[src/rtl/pipeline_ctrl.sv]
// pipeline_ctrl: load-use stall, branch flush and PC-source control, plus interrupt
// entry/return sequencing. The interrupt logic is built only when PPL_IRQ_EN is defined.
module pipeline_ctrl #(
   parameter int          IRQ_N    = 4,
   parameter logic [15:0] VEC_BASE = 16'h0010,
   parameter bit          IE_RST   = 1'b1
) (
   input  logic             clk,
   input  logic             rst_n,
   input  logic [IRQ_N-1:0] irq,
   input  logic             id_valid,
   input  logic [2:0]       id_rd,
   input  logic [2:0]       id_rs,
   input  logic [15:0]      id_pc,
   input  logic             id_reti,
   input  logic             ex_load,
   input  logic [2:0]       ex_rd,
   input  logic             ex_branch_taken,
   output logic             stall,
   output logic             flush_ifid,
   output logic             flush_idex,
   output logic [1:0]       pc_sel,
   output logic [15:0]      vec_addr,
   output logic [15:0]      epc,
   output logic [IRQ_N-1:0] irq_ack,
   output logic             in_isr
);
   logic w_hazard;

   // ALU operations read rd as a source, so both fields are compared.
   assign w_hazard = id_valid & ex_load & ((ex_rd == id_rs) | (ex_rd == id_rd));

`ifdef PPL_IRQ_EN
   typedef enum logic [1:0] {
      S_RUN    = 2'b00,
      S_ENTER  = 2'b01,
      S_ISR    = 2'b10,
      S_RETURN = 2'b11
   } state_t;

   state_t           r_state;
   state_t           w_state_nxt;
   logic             r_gie;
   logic [IRQ_N-1:0] r_pend;
   logic [15:0]      r_epc;
   logic [15:0]      r_vec_addr;
   logic [IRQ_N-1:0] r_irq_ack;
   logic [2:0]       w_irq_id;
   logic [IRQ_N-1:0] w_onehot;
   logic [IRQ_N-1:0] w_clr;
   logic             w_take;
   logic             w_stall;
   logic             w_flush_ifid;
   logic             w_flush_idex;
   logic [1:0]       w_pc_sel;

   // Priority select: scanning downwards leaves the lowest-index pending bit.
   always_comb begin
      w_irq_id = 3'd0;
      for (int i = IRQ_N - 1; i >= 0; i--) begin
         w_irq_id = r_pend[i] ? 3'(i) : w_irq_id;
      end
      for (int i = 0; i < IRQ_N; i++) begin
         w_onehot[i] = (w_irq_id == 3'(i));
      end
   end

   assign w_clr = w_take ? w_onehot : {IRQ_N{1'b0}};

   // Next state and same-cycle pipeline controls.
   always_comb begin
      w_state_nxt  = r_state;
      w_stall      = 1'b0;
      w_flush_ifid = 1'b0;
      w_flush_idex = 1'b0;
      w_pc_sel     = 2'b00;
      w_take       = 1'b0;
      case (r_state)
         S_RUN, S_ISR: begin
            if (ex_branch_taken) begin
               w_pc_sel     = 2'b01;
               w_flush_ifid = 1'b1;
               w_flush_idex = 1'b1;
            end else if (w_hazard) begin
               w_stall      = 1'b1;
               w_flush_idex = 1'b1;
            end else if ((r_state == S_RUN) && r_gie && (|r_pend) && id_valid && !id_reti) begin
               w_take       = 1'b1;
               w_flush_ifid = 1'b1;
               w_flush_idex = 1'b1;
               w_state_nxt  = S_ENTER;
            end else if ((r_state == S_ISR) && id_reti && id_valid) begin
               w_flush_ifid = 1'b1;
               w_flush_idex = 1'b1;
               w_state_nxt  = S_RETURN;
            end else begin
               w_state_nxt  = r_state;
            end
         end
         S_ENTER: begin
            w_pc_sel     = 2'b10;
            w_flush_ifid = 1'b1;
            w_state_nxt  = S_ISR;
         end
         S_RETURN: begin
            w_pc_sel     = 2'b11;
            w_flush_ifid = 1'b1;
            w_state_nxt  = S_RUN;
         end
         default: begin
            w_state_nxt  = S_RUN;
         end
      endcase
   end

   // Sequencer state, pending capture (set wins over clear) and entry bookkeeping.
   always_ff @(posedge clk) begin
      if (!rst_n) begin
         r_state    <= S_RUN;
         r_gie      <= IE_RST;
         r_pend     <= {IRQ_N{1'b0}};
         r_epc      <= 16'h0000;
         r_vec_addr <= VEC_BASE;
         r_irq_ack  <= {IRQ_N{1'b0}};
      end else begin
         r_state   <= w_state_nxt;
         r_pend    <= (r_pend & ~w_clr) | irq;
         r_irq_ack <= w_clr;
         if (w_take) begin
            r_epc      <= id_pc;
            r_vec_addr <= VEC_BASE + {11'd0, w_irq_id, 2'b00};
            r_gie      <= 1'b0;
         end else if (r_state == S_RETURN) begin
            r_gie      <= 1'b1;
         end else begin
            r_gie      <= r_gie;
         end
      end
   end

   assign stall      = w_stall;
   assign flush_ifid = w_flush_ifid;
   assign flush_idex = w_flush_idex;
   assign pc_sel     = w_pc_sel;
   assign vec_addr   = r_vec_addr;
   assign epc        = r_epc;
   assign irq_ack    = r_irq_ack;
   assign in_isr     = (r_state == S_ENTER) | (r_state == S_ISR);
`else
   logic w_unused;

   assign w_unused = ^{clk, rst_n, irq, id_pc, id_reti, IE_RST};

   // Hazard and branch handling only; a taken branch overrides the stall.
   always_comb begin
      stall      = 1'b0;
      flush_ifid = 1'b0;
      flush_idex = 1'b0;
      pc_sel     = 2'b00;
      if (ex_branch_taken) begin
         pc_sel     = 2'b01;
         flush_ifid = 1'b1;
         flush_idex = 1'b1;
      end else if (w_hazard) begin
         stall      = 1'b1;
         flush_idex = 1'b1;
      end else begin
         stall      = 1'b0;
      end
   end

   assign vec_addr = VEC_BASE;
   assign epc      = 16'h0000;
   assign irq_ack  = {IRQ_N{1'b0}};
   assign in_isr   = 1'b0;
`endif
endmodule

[config.mk]
export PLATFORM = sky130hd
export DESIGN_NAME = pipeline_ctrl
export DESIGN_NICKNAME = d
export VERILOG_FILES = /design/src/rtl/pipeline_ctrl.sv
export SDC_FILE = /design/constraint.sdc
export NUM_CORES = 1
export LEC_CHECK = 0
export ABC_AREA = 1
export CAP_MARGIN = 20
export CORE_MARGIN = 5
export CORE_UTILIZATION = 24
export DETAILED_ROUTE_END_ITERATION = 8
export PLACE_DENSITY = 0.95
export SYNTH_ARGS = -nofsm -noshare
export SYNTH_HDL_FRONTEND = slang
export SYNTH_SLANG_ARGS = --single-unit
[constraint.sdc]
create_clock -name vclk -period 1.4
set_input_delay 0.28 -clock vclk [all_inputs]
set_output_delay 0.28 -clock vclk [all_outputs]
set_load 0.01 [all_outputs]
==> flow_summary_export.csv <==
group,metric,value,unit
synthesis,avgSynthCellArea,5.92,sq um
cells_and_area,drive_gt1_share,13.8,%
cells_and_area,multi_input_area,241,sq um
worst_setup_path,cp-startpoint,"ex_branch_taken",
placement,gp_congestion,0.557,
cells_and_area,nets,124,
worst_setup_path,crit_path_start_kind,"input port",
floorplan,core_area,0.00175,sq mm
synthesis,synth_cell_type_count,8,
synthesis,synthDominantCellAreaShare,67.6,%
worst_setup_path,cp_slowest_cell,"clkdlybuf4s50_1",
cells_and_area,diodes,0,
floorplan,rows,15,
sta,post-route-min-period,1.33,ns
drt,wire_per_inst,6.78,um
drt,drt_pass1_iterations,4,
sta,finalMaxSlewViolations,0,
worst_setup_path,cp_cell_sequence,"clkdlybuf4s50_1, inv_1, nand2_1, buf_2",
worst_setup_path,critical_path_buf_inv_count,3,
pwr,power_density,258,mW/mm^2
synthesis,yosysMostFrequentCell,"buf_4",
global_routing,antenna_found_initial,0,
synthesis,ys_top_cells_by_count,"40 x buf_4, 18 x nand2_1, 10 x inv_1",
floorplan,initial_core_util,25.4,%
sta,rsz0062_at_grt,"false",
synthesis,syn_area,444,sq um
worst_setup_path,cp.required,1.12,ns
job,cap_violations,0,
pwr,leakage,0.327,nW
drt,postRouteAntennaNets,0,
global_routing,grt_max_degree,5,
cells_and_area,syn2layout_area_growth,-3.10,%
drt,drc_errors,0,
floorplan,die_area,0.00281,sq mm
worst_setup_path,cpPeakStageDelay,0.54,ns
cells_and_area,fillCellCount,220,
pwr,power.total,0.000111,W
synthesis,ys_top_cells_by_area,"buf_4 68%, nand2_1 15%, inv_1 8.5%, nand3_1 2.3%, xnor2_1 2.0%",
cells_and_area,clkbuf_count,0,
placement,port_buffers,16,
synthesis,ys_seq_area_share,0,%
worst_setup_path,cp_num_cells,4,
run_status,status,"completed",
drt,routed_via_density,2.79,
cells_and_area,ff_latch_area,0,sq um
clocking,post_cts_buffers,0,
sta,hold_slack,0.971,ns
placement,hpwlAfterDp,745,um
floorplan,dieWidth,53.0,um
pwr,vdd_drop_max,73.9,uV
placement,dp_worst_setup_slack,-0.652,ns
drt,finalWirelength,759,um
clocking,hold_buffers,0,
sta,max_freq,750,MHz
synthesis,yosysTopAreaCell,"buf_4",
drt,vias,312,
worst_setup_path,endpoint,"flush_idex",
hold_path,hp-class,"input port to primary output",
sta,fin_crit_sh,95.3,%
sta,timing.final.ws_setup,0.0664,ns
sta,finalSetupViolCount,0,
synthesis,synth_warnings,0,
drt,drt_iter0_markers,3,
worst_setup_path,crit_family,"buffers and inverters",
worst_setup_path,crit_path_end_kind,"primary output",
worst_setup_path,crit_type,"input port to primary output",
cells_and_area,design.seq.count,0,
global_routing,grt_pass1_vias,260,
worst_setup_path,crit_fanout,4,
sta,hold_viol_final,0,
global_routing,grt_pass1_wl,890,um
floorplan,die_y,53.0,um
floorplan,io_pins,77,
global_routing,overflow,0,
worst_setup_path,arrival,1.05,ns
global_routing,grtUsageTotal,3.90,%
synthesis,synth_cells,75,
## worst min-delay path: stages
cell	delay (ns)
dlymetal6s2s_1	0.08
nand2_1	0.06
inv_2	0.05
nand2_2	0.05
nand2_1	0.05
buf_2	0.12
## per-layer routing
metal	wire [um]	vias to the layer above	global-route usage, %
li1	-	161	-
met1	226	125	4.00
met2	403	26	8.68
met3	129	0	0.282
met4	0	0	0
met5	0	-	0
## kinds of logic after synthesis
group,count (synthesis),synth area share [%]
buffers and inverters,50,76.1
and+or+nand+nor,22,20.3
other,2,1.69
xor gates and xnor gates,1,1.97
## stage by stage
stage | utilization (%) | std cells | setup TNS, ns | cell area [sq um]
final | 24.7 | 112 | 0 | 430
after global routing | 24.7 | 112 | 0 | 430
after global placement | 27.0 | 112 | -1.74 | 470
after detailed placement | 27.0 | 112 | -1.82 | 470
after floorplan | - | 111 | 0 | 579
after CTS | 25.7 | 112 | -0.0119 | 449
## timing repair
item / 4_1_cts / 5_1_grt
pin swaps: 4 / 10
endpoints found under the setup margin: 4 / 4
gates resized for setup: 21 / 19
## how the worst min path moves through the flow
| stage | startpoint | end | depth (start not counted) |
|---|---|---|---|
| finish | ex_load | flush_idex | 6 |
| global route | id_valid | flush_idex | 6 |
| CTS | id_rd[1] | stall | 7 |
| detailed placement | ex_branch_taken | flush_ifid | 2 |
| global placement | ex_branch_taken | pc_sel[0] | 2 |
| floorplan | ex_branch_taken | stall | 1 |
## cell type report
type               instances  area share (%)
inverters                 10            8.72
well taps                 25            7.27
multi-input cells         61            56.1
repair buffers            16            27.9
## where the power goes
group	total [W]	internal, W	switching, W
combinational	0.000111	0.0000335	0.0000775
sequential	0	0	0
clock	0	0	0
## cells in the final DEF, fill, tap and decap left out
cell type         n
buf_2             2
clkbuf_2          7
clkdlybuf4s15_1   4
clkdlybuf4s50_1   1
conb_1           38
dlymetal6s2s_1    2
inv_1             9
inv_2             1
nand2_1          18
nand2_2           1
nand3_1           2
nor2_2            1
xnor2_1           1
Note: power is estimated with default switching activity, not from simulation.
